<file path="src/rtl/digit_entry_scan_if.sv">
// digit_entry_scan_if: pushbutton inputs and display/status outputs of the
// digit entry block. master = board/driver side, slave = digit_entry_scan.
interface digit_entry_scan_if;
    logic        btn_inc;
    logic        btn_next;
    logic        btn_clr;
    logic        btn_eq;
    logic [4:0]  digit_val;
    logic [3:0]  digit_en;
    logic [15:0] value;
    logic [1:0]  cursor;
    logic        eq_flag;

    modport master (
        output btn_inc, btn_next, btn_clr, btn_eq,
        input  digit_val, digit_en, value, cursor, eq_flag
    );

    modport slave (
        input  btn_inc, btn_next, btn_clr, btn_eq,
        output digit_val, digit_en, value, cursor, eq_flag
    );
endinterface

</file>
<file path="src/rtl/digit_entry_scan.sv">
// digit_entry_scan: four-button hex word entry with a multiplexed 4-digit scan.
// Ports: clk, rst (sync, active-high); bus.slave carries btn_inc/next/clr/eq
// (raw, async) in and digit_val, digit_en (active-low), value, cursor,
// eq_flag out. Optional macro CURSOR_BLINK_EN blanks the edited digit.
module digit_entry_scan #(
    parameter int DEB_N  = 20,
    parameter int SCAN_N = 18
) (
    input  logic         clk,
    input  logic         rst,
    digit_entry_scan_if.slave bus
);
    // Button order in all vectors: {eq, clr, next, inc}
    logic [3:0]       raw;
    logic [3:0]       sync1;
    logic [3:0]       sync2;
    logic [3:0]       level;
    logic [3:0]       pulse;
    logic [DEB_N-1:0] deb_cnt [4];

    logic [15:0]       val_q;
    logic [1:0]        cur_q;
    logic              eq_q;
    logic [SCAN_N-1:0] scan_cnt;
    logic [1:0]        sel;
    logic [3:0]        en_q;
    logic [4:0]        dval_q;
    logic              blank;

    assign raw = {bus.btn_eq, bus.btn_clr, bus.btn_next, bus.btn_inc};

    always_ff @(posedge clk) begin
        if (rst) begin
            sync1 <= '0;
            sync2 <= '0;
        end else begin
            sync1 <= raw;
            sync2 <= sync1;
        end
    end

    // A pulse is emitted only when the level is accepted as 1, so each
    // debounced rising edge yields exactly one pulse.
    always_ff @(posedge clk) begin
        if (rst) begin
            level <= '0;
            pulse <= '0;
            for (int i = 0; i < 4; i++) deb_cnt[i] <= '0;
        end else begin
            for (int i = 0; i < 4; i++) begin
                pulse[i] <= 1'b0;
                if (sync2[i] == level[i]) begin
                    deb_cnt[i] <= '0;
                end else if (&deb_cnt[i]) begin
                    deb_cnt[i] <= '0;
                    level[i]   <= sync2[i];
                    pulse[i]   <= sync2[i];
                end else begin
                    deb_cnt[i] <= deb_cnt[i] + DEB_N'(1);
                end
            end
        end
    end

    // Increment uses the old cursor; the cursor advance lands alongside it.
    always_ff @(posedge clk) begin
        if (rst || pulse[2]) begin
            val_q <= '0;
            cur_q <= '0;
            eq_q  <= 1'b0;
        end else if (!eq_q) begin
            if (pulse[0])
                val_q[{cur_q, 2'b00} +: 4] <= val_q[{cur_q, 2'b00} +: 4] + 4'd1;
            if (pulse[1])
                cur_q <= cur_q + 2'd1;
            if (pulse[3])
                eq_q <= 1'b1;
        end
    end

    always_ff @(posedge clk) begin
        if (rst) scan_cnt <= '0;
        else     scan_cnt <= scan_cnt + SCAN_N'(1);
    end

    assign sel = scan_cnt[SCAN_N-1 -: 2];

`ifdef CURSOR_BLINK_EN
    logic [25:0] blink_cnt;

    always_ff @(posedge clk) begin
        if (rst) blink_cnt <= '0;
        else     blink_cnt <= blink_cnt + 26'd1;
    end

    assign blank = blink_cnt[25] && (sel == cur_q) && !eq_q;
`else
    assign blank = 1'b0;
`endif

    always_ff @(posedge clk) begin
        if (rst) begin
            en_q   <= 4'b1111;
            dval_q <= '0;
        end else begin
            en_q <= blank ? 4'b1111 : ~(4'b0001 << sel);
            if (eq_q && sel == 2'd3)
                dval_q <= 5'd16;
            else
                dval_q <= {1'b0, val_q[{sel, 2'b00} +: 4]};
        end
    end

    assign bus.digit_en  = en_q;
    assign bus.digit_val = dval_q;
    assign bus.value     = val_q;
    assign bus.cursor    = cur_q;
    assign bus.eq_flag   = eq_q;
endmodule

</file>
<file path="src/flat_wrapper.sv">
// flat-port wrapper written by rule: the top's interface ports become plain ports
module digit_entry_scan_flat 
#(
    parameter int DEB_N  = 20,
    parameter int SCAN_N = 18
)
  (clk, rst, bus_btn_inc, bus_btn_next, bus_btn_clr, bus_btn_eq, bus_digit_val, bus_digit_en, bus_value, bus_cursor, bus_eq_flag);
  digit_entry_scan_if bus_i ();
  input  logic clk;
  input  logic rst;
  input wire logic [$bits(bus_i.btn_inc)-1:0] bus_btn_inc;
  input wire logic [$bits(bus_i.btn_next)-1:0] bus_btn_next;
  input wire logic [$bits(bus_i.btn_clr)-1:0] bus_btn_clr;
  input wire logic [$bits(bus_i.btn_eq)-1:0] bus_btn_eq;
  output wire logic [$bits(bus_i.digit_val)-1:0] bus_digit_val;
  output wire logic [$bits(bus_i.digit_en)-1:0] bus_digit_en;
  output wire logic [$bits(bus_i.value)-1:0] bus_value;
  output wire logic [$bits(bus_i.cursor)-1:0] bus_cursor;
  output wire logic [$bits(bus_i.eq_flag)-1:0] bus_eq_flag;
  assign bus_i.btn_inc = bus_btn_inc;
  assign bus_i.btn_next = bus_btn_next;
  assign bus_i.btn_clr = bus_btn_clr;
  assign bus_i.btn_eq = bus_btn_eq;
  assign bus_digit_val = bus_i.digit_val;
  assign bus_digit_en = bus_i.digit_en;
  assign bus_value = bus_i.value;
  assign bus_cursor = bus_i.cursor;
  assign bus_eq_flag = bus_i.eq_flag;
  digit_entry_scan #(.DEB_N(DEB_N), .SCAN_N(SCAN_N)) u_core (.clk(clk), .rst(rst), .bus(bus_i));
endmodule
</file>
<file path="config.mk">
export PLATFORM = sky130hd
export DESIGN_NAME = digit_entry_scan_flat
export DESIGN_NICKNAME = d
export VERILOG_FILES = /design/src/rtl/digit_entry_scan_if.sv /design/src/rtl/digit_entry_scan.sv /design/src/flat_wrapper.sv
export SDC_FILE = /design/constraint.sdc
export NUM_CORES = 1
export LEC_CHECK = 0
export ABC_CLOCK_PERIOD_IN_PS = 2700
export BUFFER_PORTS_ARGS = -buffer_cell sky130_fd_sc_hd__buf_2
export CAP_MARGIN = 0
export CORE_UTILIZATION = 30
export CTS_BUF_LIST = sky130_fd_sc_hd__clkbuf_4
export DETAILED_ROUTE_END_ITERATION = 12
export SLEW_MARGIN = 20
export SYNTH_ARGS = -nofsm -noshare
export SYNTH_HDL_FRONTEND = slang
export SYNTH_SLANG_ARGS = --single-unit
</file>
<file path="constraint.sdc">
create_clock -name clk -period 2.7 [get_ports clk]
set_clock_uncertainty 0.15 [all_clocks]
set_input_delay 0.27 -clock clk [delete_from_list [all_inputs] [get_ports clk]]
set_output_delay 0.27 -clock clk [all_outputs]
set_load 0.05 [all_outputs]
</file>
==> flow_metrics.env, run 1 <==
export IMPL_status="finished clean"
export IMPL_via_per_inst=4.569
export IMPL_grt_overflow_total=0
export IMPL_cts_root_buf="clkbuf_4"
export IMPL_min_path_type="reg -> reg"
export IMPL_yosysSeqAreaShare=0.5176
export IMPL_ys_async_sr_fraction=0
export IMPL_netlist_area_sq_mm=0.007039
export IMPL_max_vdd_ir_drop_mv=0.2922
export IMPL_worst_pin_slew_ns=0.7424
export IMPL_synthAdderAreaFrac=0.01955
export IMPL_crit_fanout=13
export IMPL_endpoint_kind="register"
export IMPL_synth_cell_types=52
export IMPL_fill_cells=2404
export IMPL_tns_ns=0
export IMPL_post_place_ws_ns=0.3511
export IMPL_dr_total_vias=5231
export IMPL_worstPathCellList="ha_1 > nand2_1 > or4_1 > o311ai_4 > buf_4 > nor2_1"
export IMPL_tritoncts="yes"
export IMPL_use_met2=0.1903
export IMPL_area_delta_synth_final_pct=18.04
export IMPL_first_pass_iters=4
export IMPL_grt_util_all_layers=0.1213
export IMPL_yosysTopAreaCell="edfxtp_1"
export IMPL_slowest_delay_ns=0.59
export IMPL_pwr_share_seq=0.554
export IMPL_fin_crit_sh=0.8731
export IMPL_dieArea_sq_mm=0.02408
export IMPL_cp_required_ns=2.83
export IMPL_use_met3=0.03426
export IMPL_busiest_layer="met2"
export IMPL_fin_crit_ns=2.357
export IMPL_setup_viol_count_final=0
export IMPL_crit_buf_inv=1
export IMPL_clk_pin_slew_ns=0.12
export IMPL_drc=0
export IMPL_p_sw_w=0.0009189
export IMPL_met1_usage=0.1633
export IMPL_p_leak_nw=2.917
export IMPL_report_final_hold_viol_count=0
export IMPL_grt_start_max_net_pins=30
export IMPL_finalWeightedCongestion=0.7972
export IMPL_ys_top_cells_by_count="96 x nor2_1, 80 x edfxtp_1, 62 x dfxtp_1"
export IMPL_total_power_w=0.004335
export IMPL_synthFlopType="edfxtp_1"
export IMPL_worstPathArrival_ns=2.49
export IMPL_design_area_sq_mm=0.008309
export IMPL_fin_nets=834
export IMPL_synth_top_family_by_area="simple AND/OR/NAND/NOR gates"
export IMPL_ys_warn_count=0
export IMPL_grt_pass1_wl_um=23470
export IMPL_ant_nets=0
export IMPL_synth_compound_area_frac=0.08070
export IMPL_synthTopCellsByArea="edfxtp_1 34%, dfxtp_1 18%, nor2_1 5.1%, xnor2_1 4.4%, xor2_1 3.2%"
export IMPL_synth_seq_cells=142
export IMPL_io_buffers=33
export IMPL_drv_cap=0
export IMPL_synthCells=691
export IMPL_die_h_um=155.2
export IMPL_synth_mux_area_frac=0.02879
export IMPL_p_per_area_mw_per_mm2=521.7
export IMPL_die_w_um=155.2
export IMPL_p_comb_frac=0.035
export IMPL_first_iter_violations=231
export IMPL_slew_headroom=0.4981
export IMPL_core_sq_mm=0.02285
export IMPL_drive_gt1_frac=0.1193
export IMPL_crit_type="reg -> reg"
export IMPL_yosys_area_share_simple=0.2472
export IMPL_finalMaxSlewViolations=0
export IMPL_synth_most_common_cell="nor2_1"
export IMPL_num_rows=55
export IMPL_wl_per_cell_um=12.04
export IMPL_grt_pass1_vias=4915
export IMPL_cpMaxStageDelayCell="or4_1"
export IMPL_worstSkewPairLatency_ns=0.53
export IMPL_synth_top_area_frac=0.3413
export IMPL_h_tree_depth=4
export IMPL_dp_hpwl_um=9808
export IMPL_power_internal_w=0.003416
export IMPL_numCtsBuffers=17
export IMPL_synthXorXnorAreaFrac=0.07590
export IMPL_cts_path_max_buffers=2
export IMPL_initial_core_util=0.3081
export IMPL_place_area_sq_mm=0.007845
export IMPL_setup_slack_ns=0.3425
export IMPL_ios=34
export IMPL_antenna_found_initial=1
export IMPL_worstSetupStartpointType="register"
export IMPL_path_delay_family="simple AND/OR/NAND/NOR gates"
export IMPL_fmax_mhz=424.2
export IMPL_clock_sinks=142
export IMPL_p_clk_frac=0.411
export IMPL_avgSynthCellArea_sq_um=10.19
export IMPL_drt_wl_total_um=13780
export IMPL_switching_share=0.2120
export IMPL_rsz0062_at_grt="no"
export IMPL_synth_edff_count=80
[cell families (layout without fill, tap and decap cells)]
| kind of cell | count (synthesis) | in the layout |
|---|---|---|
| simple gates | 332 | 332 |
| xor+xnor | 61 | 61 |
| fa+ha+maj | 11 | 11 |
| other cells | 1 | 82 |
| compound gates | 87 | 87 |
| flops | 142 | 142 |
| buf+inv | 47 | 107 |
| mux | 10 | 10 |
[power by group through the flow]
| stage | Clock (W) | Combinational, W | Sequential (W) |
|---|---|---|---|
| after global routing | 0.00194 | 0.000177 | 0.00241 |
| final | 0.00178 | 0.000152 | 0.00240 |
| after floorplan | 0 | 0.000112 | 0.00244 |
| after detailed placement | 0 | 0.000142 | 0.00245 |
| after CTS | 0.00184 | 0.000151 | 0.00240 |
| after global placement | 0 | 0.000141 | 0.00245 |
[final cells by class]
class | count | area (sq um) | area share
flip-flops and latches | 142 | 3643 | 0.4385
multi-input cells | 581 | 3483 | 0.4192
well taps | 313 | 391.6 | 0.04713
repair buffers | 50 | 312.8 | 0.03764
clock inverters | 14 | 244.0 | 0.02936
clock buffers | 18 | 135.1 | 0.01626
inverters | 25 | 93.84 | 0.01129
diodes | 2 | 5.005 | 0.0006023
[worst min-delay path: stages, from the launching register on]
cell and delay (ns):
dfxtp_1 0.32, nor2_1 0.03, nor2_1 0.06
[state kept, by name, summed over array words and instances (netlist names)]
signal,flops
u_core.pulse,4
u_core.bus.cursor,2
u_core.bus.eq_flag,1
u_core.bus.value,16
u_core.level,4
u_core.sync2,4
u_core.deb_cnt,80
u_core.scan_cnt,18
u_core.bus.digit_val,5
u_core.bus.digit_en,4
u_core.sync1,4
[stage by stage]
step | cells | util | hold slack [ns]
2_1_floorplan | 770 | - | 0.2482
3_3_place_gp | 1103 | 0.3434 | 0.2713
3_5_place_dp | 1103 | 0.3434 | 0.2712
4_1_cts | 1143 | 0.3635 | 0.2982
5_1_grt | 1145 | 0.3637 | 0.3169
6_report | 1145 | 0.3637 | 0.2982
[cells in the final DEF, fill, tap and decap left out, types with 5 or more instances in the layout]
cell / synthesis / final
or3_1: 26 / 26
bufinv_16: 0 / 7
nor2_1: 96 / 96
clkbuf_4: 0 / 18
nor4_1: 15 / 15
nand3_1: 43 / 43
buf_2: 2 / 33
buf_4: 2 / 9
xnor2_1: 35 / 35
nor3_1: 20 / 20
mux4_2: 8 / 8
o31ai_1: 9 / 9
and2_1: 5 / 5
and3_1: 14 / 14
or2_2: 6 / 6
and4_1: 6 / 6
conb_1: 1 / 80
nand4_1: 27 / 27
a21oi_1: 32 / 32
dlygate4sd3_1: 0 / 8
a22oi_1: 8 / 8
o21ai_0: 21 / 21
or4_1: 13 / 13
xor2_1: 26 / 26
ha_1: 11 / 11
nand2_1: 36 / 36
dfxtp_1: 62 / 62
edfxtp_1: 80 / 80
nor2b_1: 11 / 11
inv_1: 24 / 24
[routing by layer]
| layer | up-vias | part of all wire |
|---|---|---|
| li1 | 2711 | - |
| met1 | 2436 | 0.50 |
| met2 | 82 | 0.46 |
| met3 | 2 | 0.039 |
| met4 | 0 | 0.0046 |
| met5 | - | 0 |
[worst paths after layout]
path,start,to,slack (ns),cells after the start
worst max-delay path,u_core.deb_cnt[0][0]$_SDFFCE_PN0P_,u_core.deb_cnt[0][8]$_SDFFCE_PN0P_,0.34,6
worst min-delay path,u_core.pulse[3]$_SDFF_PP0_,u_core.bus.eq_flag$_SDFF_PP0_,0.30,2
worst max register to register,u_core.deb_cnt[0][0]$_SDFFCE_PN0P_,u_core.deb_cnt[0][8]$_SDFFCE_PN0P_,0.34,6
worst min register to register,u_core.pulse[3]$_SDFF_PP0_,u_core.bus.eq_flag$_SDFF_PP0_,0.30,2
[timing repair]
item | 4_1_cts | 5_1_grt
gates resized for setup | 0 | 0
hold buffers | 8 | 0
buffers inserted | 0 | 0
endpoints found under the hold margin | 7 | 0
setup endpoints to repair | 0 | 0
(Power assumes the default switching activity.)
==> inputs of run 2 (changes only) <==
--- a/config.mk
+++ b/config.mk
@@ -7,2 +7,3 @@
 export LEC_CHECK = 0
+export ABC_AREA = 1
 export ABC_CLOCK_PERIOD_IN_PS = 2700
@@ -13,3 +14,2 @@
 export DETAILED_ROUTE_END_ITERATION = 12
-export SLEW_MARGIN = 20
 export SYNTH_ARGS = -nofsm -noshare
==> constraint.sdc (replaced) <==
create_clock -name clk -period 2.7 [get_ports clk]
set_clock_uncertainty 0.15 [all_clocks]
set_input_delay 0.54 -clock clk [delete_from_list [all_inputs] [get_ports clk]]
set_output_delay 0.54 -clock clk [all_outputs]
set_load 0.05 [all_outputs]
==> run 2 against run 1 <==
Net effect:
- synthesized cell count grew 22%
- clock power down 8%
- cell area unchanged
==> flow_metrics.env, run 2 <==
export IMPL_grt_util_all_layers=0.1212
export IMPL_fill_cells=2471
export IMPL_finalMaxSlewViolations=0
export IMPL_ys_top_cells_by_count="170 x nand2_1, 143 x nor2_1, 93 x inv_1"
export IMPL_worstPathCellList="clkinv_1 > ha_1 > inv_1 > nor3_1 > nand3_1 > a21oi_1"
export IMPL_clock_sinks=142
export IMPL_slowest_delay_ns=0.52
export IMPL_crit_fanout=11
export IMPL_highest_layer="met4"
export IMPL_antenna_found_initial=0
export IMPL_first_iter_violations=401
export IMPL_cts_path_max_buffers=2
export IMPL_finalWeightedCongestion=0.8397
export IMPL_ys_warn_count=0
export IMPL_max_vdd_ir_drop_mv=0.3388
export IMPL_synthFlopType="edfxtp_1"
export IMPL_whs_endpoint="u_core.sync1[0]$_SDFF_PP0_"
export IMPL_drive_gt1_frac=0.09582
export IMPL_dp_hpwl_um=10050
export IMPL_antenna_cells=0
export IMPL_tritoncts="yes"
export IMPL_cpMaxStageDelayCell="dfxtp_1"
export IMPL_synth_seq_cells=142
export IMPL_r2r_slack_ns=0.39
export IMPL_fin_nets=985
export IMPL_synth_cell_types=47
export IMPL_wl_per_cell_um=10.58
export IMPL_core_sq_mm=0.02340
export IMPL_worstSetupStartpointType="register"
export IMPL_synthCells=843
export IMPL_die_w_um=156.1
export IMPL_r2r_cells=6
export IMPL_post_cts_buffers=0
export IMPL_cts_root_buf="clkbuf_4"
export IMPL_dr_total_vias=5605
export IMPL_synth_edff_count=80
export IMPL_met2_wirelength_um=6056
export IMPL_fmax_mhz=432.8
export IMPL_synth_top_area_frac=0.3371
export IMPL_p_sw_w=0.0009507
export IMPL_clk_pin_slew_ns=0.13
export IMPL_power_internal_w=0.003234
export IMPL_slew_headroom=0.6469
export IMPL_num_rows=56
export IMPL_synthTopCellsByArea="edfxtp_1 34%, dfxtp_1 17%, nand2_1 9.0%, nor2_1 7.5%, inv_1 4.9%"
export IMPL_holdCritStartpoint="bus_btn_inc"
export IMPL_grt_pass1_wl_um=23860
export IMPL_cp_required_ns=3.02
export IMPL_total_power_w=0.004185
export IMPL_reg2reg_from="u_core.bus.cursor[1]$_SDFFE_PP0P_"
export IMPL_worstPathArrival_ns=2.63
export IMPL_grt_start_max_net_pins=21
export IMPL_p_per_area_mw_per_mm2=503.7
export IMPL_most_common_layout_cells="170 x nand2_1, 143 x nor2_1, 93 x inv_1"
export IMPL_min_path_type="in -> reg"
export IMPL_p_comb_frac=0.037
export IMPL_area_delta_synth_final_pct=16.59
export IMPL_p_leak_nw=3.294
export IMPL_ant_nets=0
export IMPL_pwr_share_seq=0.572
export IMPL_die_h_um=156.1
export IMPL_io_buffers=33
export IMPL_cts_resized=0
export IMPL_endpoint_kind="register"
export IMPL_drv_cap=0
export IMPL_via_per_inst=4.312
export IMPL_h_tree_depth=4
export IMPL_grt_overflow_total=0
export IMPL_rsz0062_at_grt="no"
export IMPL_grt_pass1_vias=5148
export IMPL_worstSkewPairLatency_ns=0.55
export IMPL_p_clk_frac=0.391
export IMPL_whs_path_depth=3
export IMPL_synth_most_common_cell="nand2_1"
export IMPL_design_area_sq_mm=0.008309
export IMPL_status="finished clean"
export IMPL_tns_ns=0
export IMPL_yosysTopAreaCell="edfxtp_1"
export IMPL_largest_register_ffs=80
export IMPL_fin_crit_ns=2.310
export IMPL_ios=34
export IMPL_layout_commonest_cell="nand2_1"
export IMPL_yosysSeqAreaShare=0.5112
export IMPL_crit_type="reg -> reg"
export IMPL_dieArea_sq_mm=0.02438
export IMPL_drc=0
export IMPL_fin_crit_sh=0.8557
export IMPL_first_pass_iters=5
export IMPL_hold_worst_slack_ns=0.05783
export IMPL_avgSynthCellArea_sq_um=8.454
export IMPL_place_area_sq_mm=0.007943
export IMPL_drt_wl_total_um=13760
export IMPL_r2r_end="u_core.bus.value[8]$_SDFFE_PP0P_"
export IMPL_wl_met1_um=7037
export IMPL_met3_length_um=513
export IMPL_numCtsBuffers=17
export IMPL_netlist_area_sq_mm=0.007127
export IMPL_setup_viol_count_final=0
export IMPL_worst_pin_slew_ns=0.5248
export IMPL_switching_share=0.2272
export IMPL_initial_core_util=0.3045
export IMPL_largest_register="u_core.deb_cnt"
export IMPL_report_final_hold_viol_count=0
export IMPL_ys_async_sr_fraction=0
==> run 2: power groups by stage <==
stage	clock (W)	combinational [W]	sequential, W
CTS	0.00169	0.000154	0.00240
global placement	0	0.000152	0.00244
detailed placement	0	0.000151	0.00244
finish	0.00163	0.000155	0.00240
global route	0.00179	0.000183	0.00241
floorplan	0	0.000123	0.00243
==> run 2: how the worst max path moves through the flow <==
stage | depth (start not counted) | slack (ns) | start | to
2_1_floorplan | 5 | 0.26 | u_core.bus.cursor[1]$_SDFFE_PP0P_ | u_core.bus.value[2]$_SDFFE_PP0P_
3_3_place_gp | 5 | 0.48 | u_core.bus.cursor[1]$_SDFFE_PP0P_ | u_core.bus.value[2]$_SDFFE_PP0P_
3_5_place_dp | 8 | 0.46 | u_core.deb_cnt[0][20]$_SDFFCE_PN0P_ | u_core.deb_cnt[0][33]$_SDFFCE_PN0P_
4_1_cts | 8 | 0.42 | u_core.deb_cnt[0][20]$_SDFFCE_PN0P_ | u_core.deb_cnt[0][33]$_SDFFCE_PN0P_
5_1_grt | 6 | 0.16 | u_core.bus.cursor[1]$_SDFFE_PP0P_ | u_core.bus.value[10]$_SDFFE_PP0P_
6_report | 6 | 0.39 | u_core.bus.cursor[1]$_SDFFE_PP0P_ | u_core.bus.value[8]$_SDFFE_PP0P_
==> run 2: cells by family (layout without fill, tap and decap cells) <==
group,after synthesis,after routing,synth area share
flops,142,142,0.5112
simple gates,453,453,0.2849
fa+ha+maj,11,11,0.01931
xor+xnor,44,44,0.05407
buf+inv,109,168,0.06215
compound gates,83,83,0.06777
other cells,1,80,0.0005262
==> run 2: area by class of cell <==
| class | instances | area, sq um | share of cell area |
|---|---|---|---|
| inverter | 96 | 360.3 | 0.04337 |
| timing repair buffer | 40 | 222.7 | 0.02680 |
| sequential | 142 | 3643 | 0.4385 |
| tap | 319 | 399.1 | 0.04803 |
| multi-input combinational | 671 | 3337 | 0.4016 |
| clock buffer | 18 | 135.1 | 0.01626 |
| clock inverter | 14 | 211.5 | 0.02545 |
==> run 2: metal layers <==
layer | vias up | global-route usage
met3 | 18 | 0.03333
met1 | 2539 | 0.1619
met2 | 90 | 0.1892
met4 | 0 | 0.03782
li1 | 2958 | -
met5 | - | 0
==> run 2: critical path, delay by kind of cell, from the launching register on <==
family,cells,cell delay (ns)
AO/OA/AOI/OAI,1,0.14
adder cells (fa/ha/maj),1,0.45
buffers and inverters,2,0.43
flip-flops,1,0.52
AND/OR/NAND/NOR,2,0.55
==> run 2: through the flow <==
step           worst slack, ns  utilization  instances
3_3_place_gp            0.4806       0.3394       1266
3_5_place_dp            0.4560       0.3394       1266
5_1_grt                 0.1623       0.3551       1300
2_1_floorplan           0.2575            -        922
4_1_cts                 0.4184       0.3551       1300
6_report                0.3897       0.3551       1300
==> run 2: what timing repair did <==
action | CTS | global route
hold endpoints to repair | 2 | 0
setup endpoints to repair | 0 | 0
hold buffers | 2 | 0
==> inputs of run 3 (changes only) <==
- ABC_AREA: 1 -> unset
- RECOVER_POWER: unset -> 100
- REMOVE_ABC_BUFFERS: unset -> 1
==> run 3 against run 2 <==
Net effect:
- sequential power barely moved
- register-to-register slack worse by 0.07 ns
- count of clock-buffer cells in the layout increased by 2
- sequential share of layout area rose by 1.3 points
- non-clock buffer count increased by 5
- via count fell by 5.8%
- critical path depth unchanged
- first-iteration DRC count is 49% lower
- maximum frequency shrank 2.8%
- critical endpoint is now u_core.deb_cnt[0][8]$_SDFFCE_PN0P_
- highest routed layer unchanged
==> flow_metrics.env, run 3 (synthesized netlist as in run 1, its figures left out) <==
export IMPL_largest_register_ffs=80
export IMPL_h_tree_depth=4
export IMPL_drt_wl_total_um=13760
export IMPL_report_final_hold_viol_count=0
export IMPL_ant_nets=0
export IMPL_fin_crit_ns=2.377
export IMPL_fin_nets=829
export IMPL_area_delta_synth_final_pct=14.65
export IMPL_antenna_found_initial=1
export IMPL_first_iter_violations=205
export IMPL_wl_per_cell_um=12.08
export IMPL_busiest_layer="met2"
export IMPL_setup_viol_count_final=0
export IMPL_cts_resized=0
export IMPL_cts_path_max_buffers=2
export IMPL_layout_commonest_cell="nor2_1"
export IMPL_whs_path_depth=2
export IMPL_crit_type="reg -> reg"
export IMPL_finalWeightedCongestion=0.8118
export IMPL_cp_required_ns=2.86
export IMPL_p_per_area_mw_per_mm2=485.9
export IMPL_grt_start_max_net_pins=31
export IMPL_ios=34
export IMPL_drc=0
export IMPL_placedCellCount=1106
export IMPL_largest_register="u_core.deb_cnt"
export IMPL_first_pass_iters=5
export IMPL_max_vdd_ir_drop_mv=0.2034
export IMPL_die_h_um=155.2
export IMPL_drive_gt1_frac=0.07273
export IMPL_crit_fanout=9
export IMPL_dr_total_vias=5278
export IMPL_min_path_type="in -> reg"
export IMPL_r2r_cells=6
export IMPL_use_met2=0.1911
export IMPL_tritoncts="yes"
export IMPL_grt_util_all_layers=0.1209
export IMPL_fmax_mhz=420.7
export IMPL_place_area_sq_mm=0.007868
export IMPL_worstSkewPairLatency_ns=0.56
export IMPL_die_w_um=155.2
export IMPL_num_rows=55
export IMPL_numCtsBuffers=17
export IMPL_rsz0062_at_grt="no"
export IMPL_dieArea_sq_mm=0.02408
export IMPL_fin_crit_sh=0.8804
export IMPL_initial_core_util=0.3081
export IMPL_grt_overflow_total=0
export IMPL_core_sq_mm=0.02285
export IMPL_most_common_layout_cells="96 x nor2_1, 80 x edfxtp_1, 80 x conb_1"
export IMPL_status="finished clean"
export IMPL_clk_pin_slew_ns=0.12
export IMPL_worstPathArrival_ns=2.54
export IMPL_drv_cap=0
export IMPL_worst_pin_slew_ns=1.254
export IMPL_post_cts_buffers=0
export IMPL_cts_hold_buf=0
export IMPL_met1_usage=0.1585
export IMPL_use_met3=0.03092
export IMPL_grt_pass1_wl_um=23270
export IMPL_slew_headroom=0.1643
export IMPL_grt_pass1_vias=4951
export IMPL_design_area_sq_mm=0.008070
export IMPL_total_power_w=0.003922
export IMPL_endpoint_kind="register"
export IMPL_clock_sinks=142
export IMPL_dp_hpwl_um=9830
export IMPL_io_buffers=33
export IMPL_cts_root_buf="clkbuf_4"
export IMPL_via_per_inst=4.634
export IMPL_instances_no_fill=1139
export IMPL_finalMaxSlewViolations=0
export IMPL_p_leak_nw=2.678
export IMPL_hold_worst_slack_ns=0.05162
export IMPL_final_core_util=0.3532
export IMPL_worstSetupStartpointType="register"
## run 3: changes by cell type in the layout (fill, tap and decap cells not counted), sizes merged, moves of 19 or more
| cell | previous run | this run |
|---|---|---|
| nor2 | 149 | 96 |
| or3 | 1 | 26 |
| nand2 | 173 | 36 |
| clkbuf | 18 | 57 |
| buf | 38 | 8 |
| xnor2 | 16 | 35 |
| inv | 98 | 27 |
## run 3: worst paths after layout
kind,start,to,slack (ns)
max,u_core.deb_cnt[0][0]$_SDFFCE_PN0P_,u_core.deb_cnt[0][8]$_SDFFCE_PN0P_,0.32
min,bus_btn_clr,u_core.sync1[2]$_SDFF_PP0_,0.05
max reg2reg,u_core.deb_cnt[0][0]$_SDFFCE_PN0P_,u_core.deb_cnt[0][8]$_SDFFCE_PN0P_,0.32
min reg2reg,u_core.pulse[3]$_SDFF_PP0_,u_core.bus.eq_flag$_SDFF_PP0_,0.28
## run 3: final cells by class
class | count | area, sq um
tap | 313 | 391.6
fill | 2426 | 14780
multi-input combinational | 581 | 3463
clock buffer | 20 | 150.1
timing repair buffer | 45 | 190.2
sequential | 142 | 3643
antenna | 1 | 2.502
inverter | 25 | 93.84
clock inverter | 12 | 135.1
## run 3: per-layer routing
layer / part of all wire / up-vias
met5: 0 / -
met4: 0.015 / 0
met2: 0.45 / 81
met1: 0.49 / 2467
met3: 0.039 / 15
li1: - / 2715
## run 3: report_power, final
group	internal, W	switching, W	total, W
Combinational	0.0000504	0.0000929	0.000143
Sequential	0.00234	0.0000574	0.00240
Clock	0.000586	0.000792	0.00138
Total	0.00298	0.000943	0.00392
## run 3: per-stage QoR
step | worst slack, ns | setup TNS (ns)
floorplan | -0.04242 | -0.04242
global route | 0.1060 | 0
detailed placement | 0.3375 | 0
finish | 0.3229 | 0
CTS | 0.3431 | 0
global placement | 0.3989 | 0
## run 3: critical path, stage by stage, from the launching register on
cell and delay, ns:
edfxtp_1 0.38, ha_1 0.22, nand2_1 0.13, or4_1 0.48
o311ai_4 0.44, clkbuf_2 0.29, nor2_1 0.08
